===== config.mk =====
export PLATFORM = sky130hd
export DESIGN_NAME = mb_tx_sched
export DESIGN_NICKNAME = d
export VERILOG_FILES = /design/src/rtl/mb_pkg.sv /design/src/rtl/mb_crc16_byte.sv /design/src/rtl/mb_tx_sched.sv
export SDC_FILE = /design/constraint.sdc
export NUM_CORES = 2
export LEC_CHECK = 0
export BUFFER_PORTS_ARGS = -buffer_cell sky130_fd_sc_hd__buf_2
export CORE_MARGIN = 5
export CORE_UTILIZATION = 40
export CTS_CLUSTER_DIAMETER = 200
export DETAILED_ROUTE_END_ITERATION = 8
export HOLD_SLACK_MARGIN = 0.08
export PLACE_DENSITY = 0.66
export SKIP_CTS_REPAIR_TIMING = 1
export SLEW_MARGIN = 20
export SYNTH_ARGS = -nofsm -noshare
export SYNTH_HDL_FRONTEND = slang
export SYNTH_SLANG_ARGS = --single-unit

===== constraint.sdc =====
create_clock -name clk -period 7.6 [get_ports clk]
set_clock_uncertainty 0.1 [all_clocks]
set_input_delay 0.76 -clock clk [delete_from_list [all_inputs] [get_ports clk]]
set_output_delay 0.76 -clock clk [all_outputs]
set_load 0.005 [all_outputs]

===== src/rtl/mb_pkg.sv =====
// mb_pkg: shared definitions for the Modbus serial transmit path.
// Holds the transmit FSM state encoding, the Modbus CRC-16 constants,
// the RTU minimum turnaround (3.5 characters in Q8.8) and the ASCII
// framing characters.
package mb_pkg;

  typedef enum logic [3:0] {
    ST_IDLE  = 4'd0,
    ST_GAP   = 4'd1,
    ST_LEAD  = 4'd2,
    ST_HDR   = 4'd3,
    ST_FETCH = 4'd4,
    ST_CAPT  = 4'd5,
    ST_SEND  = 4'd6,
    ST_TRL   = 4'd7,
    ST_TAIL  = 4'd8,
    ST_DONE  = 4'd9
  } mb_state_e;

  localparam logic [15:0] CRC_INIT    = 16'hFFFF;
  localparam logic [15:0] CRC_POLY    = 16'hA001;
  localparam logic [15:0] Q88_MIN_RTU = 16'h0380;
  localparam logic [7:0]  ASCII_COLON = 8'h3A;
  localparam logic [7:0]  ASCII_CR    = 8'h0D;
  localparam logic [7:0]  ASCII_LF    = 8'h0A;

endpackage


===== src/rtl/mb_crc16_byte.sv =====
// mb_crc16_byte: combinational Modbus CRC-16 update for one byte
// (reflected polynomial, LSB first).
// Ports: crc_i  - running CRC before the byte
//        byte_i - data byte folded into the CRC
//        crc_o  - running CRC after the byte
module mb_crc16_byte
  import mb_pkg::*;
(
  input  logic [15:0] crc_i,
  input  logic [7:0]  byte_i,
  output logic [15:0] crc_o
);

  logic [15:0] stage_s [0:8];

  // One shift/xor step of the reflected CRC.
  function automatic logic [15:0] crc_step(input logic [15:0] c);
    if (c[0]) begin
      crc_step = {1'b0, c[15:1]} ^ CRC_POLY;
    end else begin
      crc_step = {1'b0, c[15:1]};
    end
  endfunction

  assign stage_s[0] = crc_i ^ {8'h00, byte_i};

  for (genvar g = 0; g < 8; g++) begin : g_step
    assign stage_s[g + 1] = crc_step(stage_s[g]);
  end

  assign crc_o = stage_s[8];

endmodule


===== src/rtl/mb_tx_sched.sv =====
// mb_tx_sched: Modbus transmit scheduler. Waits out the turnaround silence,
// raises the RS-485 driver enable, reads the payload from the frame buffer
// and emits an RTU (payload + CRC-16) or ASCII (':' hex payload LRC CR LF)
// frame over a valid/ready byte stream, then holds DE for one character
// plus a margin before releasing the line.
// Ports:
//   clk, rst                   clock, synchronous active-high reset
//   start_i, len_i, ascii_en,
//   char_clks, turn_q88        frame request and its parameters
//   rx_busy_i                  receive activity, restarts the silence count
//   abort_i                    stop the frame and release the line
//   buf_addr_o/buf_rd_o/buf_data_i  payload buffer read port (1-cycle latency)
//   tx_data_o/tx_valid_o/tx_ready_i byte stream to the UART bridge
//   de_o, busy_o               driver enable, frame in progress
//   done_o, aborted_o, err_o   completion pulse, abort qualifier, len=0 error
module mb_tx_sched
  import mb_pkg::*;
#(
  parameter int DE_LEAD       = 8,
  parameter int DE_TAIL_EXTRA = 4
) (
  input  logic        clk,
  input  logic        rst,
  input  logic        start_i,
  input  logic [8:0]  len_i,
  input  logic        ascii_en,
  input  logic [31:0] char_clks,
  input  logic [15:0] turn_q88,
  input  logic        rx_busy_i,
  input  logic        abort_i,
  output logic [7:0]  buf_addr_o,
  output logic        buf_rd_o,
  input  logic [7:0]  buf_data_i,
  output logic [7:0]  tx_data_o,
  output logic        tx_valid_o,
  input  logic        tx_ready_i,
  output logic        de_o,
  output logic        busy_o,
  output logic        done_o,
  output logic        aborted_o,
  output logic        err_o
);

  mb_state_e   state_q, state_d;
  logic [32:0] cnt_q, cnt_d;
  logic [31:0] thr_q, thr_d, char_clks_q, char_clks_d;
  logic [8:0]  len_q, len_d, idx_q, idx_d;
  logic        ascii_q, ascii_d, nib_q, nib_d, abort_q, abort_d;
  logic [15:0] crc_q, crc_d;
  logic [7:0]  sum_q, sum_d, byte_q, byte_d;
  logic [1:0]  trl_q, trl_d;
  logic [7:0]  buf_addr_q, buf_addr_d, tx_data_q, tx_data_d;
  logic        buf_rd_q, buf_rd_d, tx_valid_q, tx_valid_d;
  logic        de_q, de_d, busy_q, busy_d, done_q, done_d;
  logic        aborted_q, aborted_d, err_q, err_d;

  logic [15:0] turn_eff_s, crc_next_s;
  logic [47:0] prod_s;
  logic [31:0] thr_s;
  logic [32:0] tail_len_s;
  logic [7:0]  lrc_s;
  logic [1:0]  trl_last_s;
  logic        xfer_s, post_lead_s;

  // Nibble to uppercase hex ASCII.
  function automatic logic [7:0] hex_char(input logic [3:0] n);
    if (n < 4'd10) begin
      hex_char = 8'h30 + {4'h0, n};
    end else begin
      hex_char = 8'h37 + {4'h0, n};
    end
  endfunction

  // k-th trailer character: CRC lo/hi for RTU; LRC hex, CR, LF for ASCII.
  function automatic logic [7:0] trailer_char(input logic asc, input logic [1:0] k,
                                              input logic [15:0] crc, input logic [7:0] lrc);
    case (k)
      2'd0:    trailer_char = asc ? hex_char(lrc[7:4]) : crc[7:0];
      2'd1:    trailer_char = asc ? hex_char(lrc[3:0]) : crc[15:8];
      2'd2:    trailer_char = ASCII_CR;
      2'd3:    trailer_char = ASCII_LF;
      default: trailer_char = 8'h00;
    endcase
  endfunction

  mb_crc16_byte u_crc (
    .crc_i  (crc_q),
    .byte_i (buf_data_i),
    .crc_o  (crc_next_s)
  );

  // Turnaround threshold for a start request; RTU never goes below 3.5 chars.
  always_comb begin
    if (!ascii_en && (turn_q88 < Q88_MIN_RTU)) begin
      turn_eff_s = Q88_MIN_RTU;
    end else begin
      turn_eff_s = turn_q88;
    end
    prod_s = {32'h0000_0000, turn_eff_s} * {16'h0000, char_clks};
    thr_s  = 32'(prod_s >> 8'd8);
  end

  assign xfer_s      = tx_valid_q & tx_ready_i;
  assign tail_len_s  = {1'b0, char_clks_q} + 33'(DE_TAIL_EXTRA);
  assign lrc_s       = 8'h00 - sum_q;
  assign trl_last_s  = ascii_q ? 2'd3 : 2'd1;
  assign post_lead_s = (state_q == ST_HDR) || (state_q == ST_FETCH) || (state_q == ST_CAPT) ||
                       (state_q == ST_SEND) || (state_q == ST_TRL);

  // Next-state and next-output computation for the frame FSM.
  always_comb begin
    state_d     = state_q;
    cnt_d       = cnt_q;
    thr_d       = thr_q;
    char_clks_d = char_clks_q;
    len_d       = len_q;
    idx_d       = idx_q;
    ascii_d     = ascii_q;
    nib_d       = nib_q;
    crc_d       = crc_q;
    sum_d       = sum_q;
    byte_d      = byte_q;
    trl_d       = trl_q;
    buf_addr_d  = buf_addr_q;
    buf_rd_d    = 1'b0;
    tx_data_d   = tx_data_q;
    tx_valid_d  = tx_valid_q;
    de_d        = de_q;
    busy_d      = busy_q;
    done_d      = 1'b0;
    aborted_d   = 1'b0;
    err_d       = 1'b0;
    // A late abort is remembered until the in-flight handshake finishes.
    abort_d     = abort_q | (abort_i & post_lead_s);

    case (state_q)
      ST_IDLE, ST_DONE: begin
        state_d = ST_IDLE;
        busy_d  = 1'b0;
        de_d    = 1'b0;
        if (start_i) begin
          if (len_i == 9'd0) begin
            err_d = 1'b1;
          end else begin
            ascii_d     = ascii_en;
            len_d       = len_i;
            char_clks_d = char_clks;
            thr_d       = thr_s;
            crc_d       = CRC_INIT;
            sum_d       = 8'h00;
            idx_d       = 9'd0;
            cnt_d       = 33'd0;
            abort_d     = 1'b0;
            busy_d      = 1'b1;
            state_d     = ST_GAP;
          end
        end else begin
          state_d = ST_IDLE;
        end
      end
      ST_GAP: begin
        if (abort_i) begin
          state_d   = ST_DONE;
          done_d    = 1'b1;
          aborted_d = 1'b1;
          busy_d    = 1'b0;
        end else if (rx_busy_i) begin
          cnt_d = 33'd0;
        end else if (cnt_q >= {1'b0, thr_q}) begin
          state_d = ST_LEAD;
          cnt_d   = 33'd0;
          de_d    = 1'b1;
        end else begin
          cnt_d = cnt_q + 33'd1;
        end
      end
      ST_LEAD: begin
        if (abort_i) begin
          state_d   = ST_DONE;
          done_d    = 1'b1;
          aborted_d = 1'b1;
          busy_d    = 1'b0;
          de_d      = 1'b0;
        end else if ((cnt_q + 33'd1) >= 33'(DE_LEAD)) begin
          cnt_d = 33'd0;
          if (ascii_q) begin
            state_d    = ST_HDR;
            tx_valid_d = 1'b1;
            tx_data_d  = ASCII_COLON;
          end else begin
            state_d    = ST_FETCH;
            buf_rd_d   = 1'b1;
            buf_addr_d = idx_q[7:0];
          end
        end else begin
          cnt_d = cnt_q + 33'd1;
        end
      end
      ST_HDR: begin
        if (xfer_s) begin
          tx_valid_d = 1'b0;
          if (abort_d) begin
            state_d = ST_TAIL;
            cnt_d   = 33'd0;
          end else begin
            state_d    = ST_FETCH;
            buf_rd_d   = 1'b1;
            buf_addr_d = idx_q[7:0];
          end
        end else begin
          state_d = ST_HDR;
        end
      end
      ST_FETCH: begin
        cnt_d = 33'd0;
        if (abort_d) begin
          state_d = ST_TAIL;
        end else begin
          state_d = ST_CAPT;
        end
      end
      ST_CAPT: begin
        byte_d = buf_data_i;
        if (ascii_q) begin
          sum_d = sum_q + buf_data_i;
        end else begin
          crc_d = crc_next_s;
        end
        if (abort_d) begin
          state_d = ST_TAIL;
          cnt_d   = 33'd0;
        end else begin
          state_d    = ST_SEND;
          nib_d      = 1'b0;
          tx_valid_d = 1'b1;
          tx_data_d  = ascii_q ? hex_char(buf_data_i[7:4]) : buf_data_i;
        end
      end
      ST_SEND: begin
        if (xfer_s) begin
          if (ascii_q && !nib_q && !abort_d) begin
            nib_d     = 1'b1;
            tx_data_d = hex_char(byte_q[3:0]);
          end else begin
            tx_valid_d = 1'b0;
            idx_d      = idx_q + 9'd1;
            if (abort_d) begin
              state_d = ST_TAIL;
              cnt_d   = 33'd0;
            end else if ((idx_q + 9'd1) < len_q) begin
              state_d    = ST_FETCH;
              buf_rd_d   = 1'b1;
              buf_addr_d = idx_d[7:0];
            end else begin
              state_d    = ST_TRL;
              trl_d      = 2'd0;
              tx_valid_d = 1'b1;
              tx_data_d  = trailer_char(ascii_q, 2'd0, crc_q, lrc_s);
            end
          end
        end else begin
          state_d = ST_SEND;
        end
      end
      ST_TRL: begin
        if (xfer_s) begin
          if (abort_d || (trl_q == trl_last_s)) begin
            state_d    = ST_TAIL;
            tx_valid_d = 1'b0;
            cnt_d      = 33'd0;
          end else begin
            trl_d     = trl_q + 2'd1;
            tx_data_d = trailer_char(ascii_q, trl_q + 2'd1, crc_q, lrc_s);
          end
        end else begin
          state_d = ST_TRL;
        end
      end
      ST_TAIL: begin
        if ((cnt_q + 33'd1) >= tail_len_s) begin
          state_d   = ST_DONE;
          done_d    = 1'b1;
          aborted_d = abort_q;
          de_d      = 1'b0;
          busy_d    = 1'b0;
        end else begin
          cnt_d = cnt_q + 33'd1;
        end
      end
      default: begin
        state_d = ST_IDLE;
      end
    endcase
  end

  // State and registered-output update with synchronous reset.
  always_ff @(posedge clk) begin
    if (rst) begin
      state_q     <= ST_IDLE;
      cnt_q       <= 33'd0;
      thr_q       <= 32'd0;
      char_clks_q <= 32'd0;
      len_q       <= 9'd0;
      idx_q       <= 9'd0;
      ascii_q     <= 1'b0;
      nib_q       <= 1'b0;
      abort_q     <= 1'b0;
      crc_q       <= CRC_INIT;
      sum_q       <= 8'h00;
      byte_q      <= 8'h00;
      trl_q       <= 2'd0;
      buf_addr_q  <= 8'h00;
      buf_rd_q    <= 1'b0;
      tx_data_q   <= 8'h00;
      tx_valid_q  <= 1'b0;
      de_q        <= 1'b0;
      busy_q      <= 1'b0;
      done_q      <= 1'b0;
      aborted_q   <= 1'b0;
      err_q       <= 1'b0;
    end else begin
      state_q     <= state_d;
      cnt_q       <= cnt_d;
      thr_q       <= thr_d;
      char_clks_q <= char_clks_d;
      len_q       <= len_d;
      idx_q       <= idx_d;
      ascii_q     <= ascii_d;
      nib_q       <= nib_d;
      abort_q     <= abort_d;
      crc_q       <= crc_d;
      sum_q       <= sum_d;
      byte_q      <= byte_d;
      trl_q       <= trl_d;
      buf_addr_q  <= buf_addr_d;
      buf_rd_q    <= buf_rd_d;
      tx_data_q   <= tx_data_d;
      tx_valid_q  <= tx_valid_d;
      de_q        <= de_d;
      busy_q      <= busy_d;
      done_q      <= done_d;
      aborted_q   <= aborted_d;
      err_q       <= err_d;
    end
  end

  assign buf_addr_o = buf_addr_q;
  assign buf_rd_o   = buf_rd_q;
  assign tx_data_o  = tx_data_q;
  assign tx_valid_o = tx_valid_q;
  assign de_o       = de_q;
  assign busy_o     = busy_q;
  assign done_o     = done_q;
  assign aborted_o  = aborted_q;
  assign err_o      = err_q;

endmodule


; Word-level counts from Yosys, hierarchy flattened
; Cells that the tools add are included.
[word_totals]
out_inout_bits = 23
ff_bits = 175
elab_cells = 286
[classes]
mux = 138
mul = 1
order_cmp = 9
n_reduce_logical = 40
add_sub_neg = 14
eq_ne = 47
n_bitwise = 15
[op_table]
columns = op, count
row1 = $mux 33, 14
row2 = $pmux 33 s9, 1
row3 = $mux 8, 25
row4 = $mux 16, 12
row5 = $mux 4, 16
row6 = $pmux 8 s4, 2
row7 = $add 6x4->7 const A, 8
row8 = $ne 2x2->1 const B, 23
row9 = $mul 16x32->40, 1
row10 = $mux 1, 38
row11 = $mux 9, 4
row12 = $pmux 4 s9, 1
row13 = $add 32x3->33 const B, 1
row14 = $add 33x1->33 const B, 1
row15 = $ge 33x32->1, 1
row16 = $ge 33x33->1, 1
row17 = $ge 33x4->1 const B, 1
row18 = $pmux 16 s2, 1
row19 = $reduce_and 10->1, 3
row20 = $mux 7, 4
row21 = $not 2->3, 8
row22 = $pmux 8 s3, 1
row23 = $pmux 9 s2, 1
row24 = $eq 4x3->1 const B, 4
row25 = other kinds (47), 92

; Depth between registers and ports, before layout
[depth]
depth_word = 19
ltp_mapped = 31

; Modules after synthesis
; A second synthesis with hierarchy kept.
[hier_totals]
cells_unflattened = 3231
area_unflattened_um2 = 26375.3
[modules_own_cells]
columns = module, n_inst, cells_each, area_each_um2, seq_area_each_um2
row1 = mb_tx_sched, 1, 3205, 26123.8, 3503.4
row2 = mb_crc16_byte, 1, 26, 251.5, 0.0

; Least setup slack after synthesis
; OpenSTA, ideal clock, no wires.
[synth_timing]
path_kind = input-to-reg
startpoint = input port turn_q88[13]
endpoint = register thr_q[28]
required_ps = 7383
setup_slack_ps = -438
n_path_buf = 4
setup_ps = 117
t_arrival_ps = 7821
cell_stages = 31
cell_sequence = buf_2 -> nor4_1 -> nand3_1 -> clkbuf_1 -> and2_1 -> clkbuf_1 -> buf_1 -> nand2_1 -> fa_1 -> inv_1 -> fa_1 -> inv_1 -> fa_1 -> inv_1 -> fa_1 -> fa_1 -> inv_1 -> fa_1 -> inv_1 -> ha_1 -> a21o_1 -> a31o_2 -> a41oi_1 -> o21ai_1 -> a21oi_2 -> o31ai_2 -> a21oi_2 -> o31ai_4 -> a21o_1 -> a211o_1 -> a32o_1
[synth_via]
elab_chain_cells = 4
[synth_rtl]
columns = element, line
row1 = from (decl), mb_tx_sched.sv:28  ; input logic [15:0] turn_q88,
row2 = $lt 16x10->1, mb_tx_sched.sv:94  ; if (!ascii_en && (turn_q88 < Q88_MIN_RTU)) begin
row3 = $logic_and 1x1->1, mb_tx_sched.sv:94
row4 = $mux 16 *, mb_tx_sched.sv:94
row5 = $mul 16x32->40 *, mb_tx_sched.sv:99  ; prod_s = {32'h0000_0000, turn_eff_s} * {16'h0000, char_clks};
row6 = to (signal assigned), mb_tx_sched.sv:324  ; thr_q <= thr_d;
row7 = to (decl), mb_tx_sched.sv:46  ; logic [31:0] thr_q, thr_d, char_clks_q, char_clks_d;
; Mark *: on every way between the ends. The rest lies on a longest branch, timed or not.
; A chain may end at the register's enable or synchronous reset.

; Worst setup path after layout
[layout_timing]
startpoint = input port ascii_en
endpoint = register thr_q[28]
[layout_via]
elab_chain_cells = 4
[layout_rtl]
columns = element, line
row1 = from (decl), mb_tx_sched.sv:26  ; input logic ascii_en,
row2 = $logic_not 1->1, mb_tx_sched.sv:94
row3 = $logic_and 1x1->1, mb_tx_sched.sv:94
row4 = $mux 16, mb_tx_sched.sv:94
row5 = $mul 16x32->40, mb_tx_sched.sv:99
; No other way between the ends.

==> impl_metrics.tcl <==
set metrics [dict create \
    status "finished clean" \
    die_h_um 265 \
    startpoint_type "primary input" \
    grt_pass1_wl_mm 115 \
    synth_compound_area_frac 0.112 \
    grt.overflow.total 0 \
    syn_area_mm2 0.0260 \
    dp_slack_ns -0.162 \
    cts_tree "built" \
    setup_tns_ns 0 \
    fill_cells 6468 \
    rows 93 \
    ioPinCount 95 \
    timing.rr.start "cnt_q[10]$_SDFFE_PP0P_" \
    dieWidth_um 265 \
    totalWireLength_mm 69.3 \
    synth-xor-area-share 0.0550 \
    clk_path_buf_depth 2 \
    worst_r2r_path_depth 16 \
    timing.final.ws_setup_ns 0.352 \
    cp_num_buf_inv 8 \
    yosys_warnings 0 \
    net-switching-power_mw 7.34 \
    synth_edf_count 0 \
    r2r_end "cnt_q[2]$_SDFFE_PP0P_" \
    yosys.area_share.simple 0.206 \
    slew-limit-headroom 0.317 \
    path_class "primary input to register" \
    hold_viol 0 \
    layout-area-overhead-vs-synth_pct 9.50 \
    synth_top_family_by_area "adder cells" \
    layout.nets 3883 \
    rrSetupSlack_ns 2.18 \
    min_period_over_period 0.954 \
    synth_most_common_cell "nand2_1" \
    hold_depth 2 \
    muxShareOfSynthArea 0.00323 \
    hold_path_class "register to register" \
    route.vias.total 21424 \
    p_per_area_mw_per_mm2 525 \
    slew_violations 0 \
    fin_crit_ns 7.25 \
    crit_family "adder cells" \
    htreeDepth 4 \
    clkTransAtPathRegs_ns 0.07 \
    viasPerCell 5.21 \
    synth_cell_type_count 86 \
    setup_viol 0 \
    tightest_slew_ns 1.02 \
    fmax_ghz 0.138 \
    grt_pass1_vias 21897 \
    synthesis.instances 3194 \
    crit_top_cell "fa_1" \
    cts-root-buf "clkbuf_16" \
    power_frac_comb 0.859 \
    min_delay_worst_endpoint "thr_q[8]$_SDFFE_PP0P_" \
    cp_max_fo 24 \
    track_usage 0.198 \
    coreArea_mm2 0.0643 \
    synth-seq-cells 175 \
    critPathRequiredTime_ns 7.85 \
    synthesis.nets 3833 \
    dr.pass1.iters 6 \
    clkSinkCount 175 \
    cpMaxStageDelayCell "fa_1" \
    io_buffers 94 \
    seq_power_share 0.079 \
    rsz0062_at_grt "no" \
    clockPowerShare 0.062 \
    cp_data_arrival_time_ns 7.50 \
    synth_top_area_cell "fa_1" \
    cts_buffers 17 \
    antenna_found_initial 1 \
    crit_path_end_kind "register" \
    ys.flop_type "dfxtp_1" \
    synth_top_area_frac 0.302 \
    drive_above_1_share 0.0927 \
    syn_area_per_cell_um2 8.13 \
    antenna_left 0 \
    ir_drop_uv 684 \
    synthArstFlopShare 0 \
    max_stage_delay_ns 0.55 \
    clock_latency_ns 0.46 \
    synthTopCellsByArea "fa_1 (30%), dfxtp_1 (13%), nand2_1 (8.6%)" \
    cap_violations 0 \
    die-area_mm2 0.0701 \
    power_leakage_nw 13.3 \
    yosysSeqAreaShare 0.135 \
    start_util 0.404 \
    drc 0 \
    synthAdderAreaFrac 0.387 \
    gp_congestion 0.890 \
    p_int_mw 7.58 \
    grt_max_degree 76 \
    hp-start "thr_q[8]$_SDFFE_PP0P_" \
    dp.final_hpwl_mm 55.3 \
    swShare 0.492 \
    synth_top_cells_by_count "nand2_1 (593), inv_1 (522), fa_1 (392)" \
    routedWlPerCell_um 16.8 \
    first_iter_violations 1243 \
]
cell families after synthesis:
group,Yosys count
AND/OR/NAND/NOR,1135
adder cells (fa/ha/maj),568
AO/OA/AOI/OAI,447
flip-flops,175
multiplexers,8
XOR/XNOR,163
buffers and inverters,698
placed cells by master, fill, tap and decap left out, types with 27 or more instances in the layout:
| cell | count |
|---|---|
| nand2_1 | 593 |
| inv_1 | 522 |
| fa_1 | 391 |
| dfxtp_1 | 175 |
| ha_1 | 169 |
| a21oi_1 | 163 |
| nor2_1 | 111 |
| buf_4 | 107 |
| and2_1 | 102 |
| and3_1 | 100 |
| xnor2_1 | 93 |
| buf_2 | 93 |
| xor2_1 | 70 |
| o21ai_0 | 67 |
| nand3_1 | 65 |
| nand4_1 | 33 |
| nor3_1 | 29 |
| a21o_1 | 27 |
registers in the layout (all words and copies together), names as in the netlist:
| signal | count |
|---|---|
| abort_q | 1 |
| aborted_o | 1 |
| ascii_q | 1 |
| buf_addr_o | 8 |
| buf_rd_o | 1 |
| busy_o | 1 |
| byte_q | 4 |
| char_clks_q | 32 |
| cnt_q | 33 |
| crc_q | 16 |
| de_o | 1 |
| done_o | 1 |
| err_o | 1 |
| idx_q | 9 |
| len_q | 9 |
| nib_q | 1 |
| state_q | 4 |
| sum_q | 8 |
| thr_q | 32 |
| trl_q | 2 |
| tx_data_o | 8 |
| tx_valid_o | 1 |
worst min-delay path, delay by kind of cell (launching register included):
| kind | cells | cell delay [ns] |
|---|---|---|
| compound gates | 1 | 0.05 |
| flops | 1 | 0.31 |
| simple gates | 1 | 0.05 |
power by group through the flow:
stage	Clock, mW	Sequential (mW)	Combinational, mW
3_5_place_dp	0	1.20	12.8
2_1_floorplan	0	1.16	9.06
5_1_grt	0.980	1.20	14.6
3_3_place_gp	0	1.20	12.6
4_1_cts	0.944	1.18	12.9
6_report	0.923	1.18	12.8
routing by layer:
metal | vias up | global-route usage | wire length [um]
met4 | 2 | 0.0432 | 1360
met5 | - | 0 | 12
met1 | 10418 | 0.278 | 30800
li1 | 10229 | - | -
met3 | 76 | 0.0302 | 4920
met2 | 699 | 0.328 | 32100
area by class of cell:
class | count | area, um2 | area share
Antenna cell | 1 | 2.50 | 0.0000880
Clock buffer | 20 | 467 | 0.0164
Clock inverter | 12 | 149 | 0.00524
Inverter | 526 | 1970 | 0.0694
Multi-Input combinational cell | 2321 | 19900 | 0.701
Sequential cell | 175 | 3500 | 0.123
Tap cell | 855 | 1070 | 0.0376
Timing Repair Buffer | 203 | 1330 | 0.0467
worst max path at each step:
| stage | from | end | slack, ns | cells after the start |
|---|---|---|---|---|
| after CTS | ascii_en | thr_q[22]$_SDFFE_PP0P_ | 0.29 | 29 |
| after global routing | ascii_en | thr_q[27]$_SDFFE_PP0P_ | 0.01 | 29 |
| final | ascii_en | thr_q[28]$_SDFFE_PP0P_ | 0.35 | 29 |
| after floorplan | turn_q88[14] | thr_q[28]$_SDFFE_PP0P_ | -0.0005 | 28 |
| after detailed placement | ascii_en | thr_q[27]$_SDFFE_PP0P_ | -0.16 | 28 |
| after global placement | ascii_en | thr_q[28]$_SDFFE_PP0P_ | -0.04 | 29 |
through the flow:
stage               instances  utilization  instance area (um2)  hold slack [ns]  power (mW)
floorplan                3194            -                26100            0.332        10.2
global placement         4079        0.432                27800            0.339        13.8
detailed placement       4079        0.432                27800            0.347        14.0
CTS                      4111        0.442                28400            0.355        15.0
global route             4112        0.442                28400            0.369        16.8
finish                   4113        0.442                28400            0.352        14.9
No activity file was read; power rests on OpenSTA's default activity.
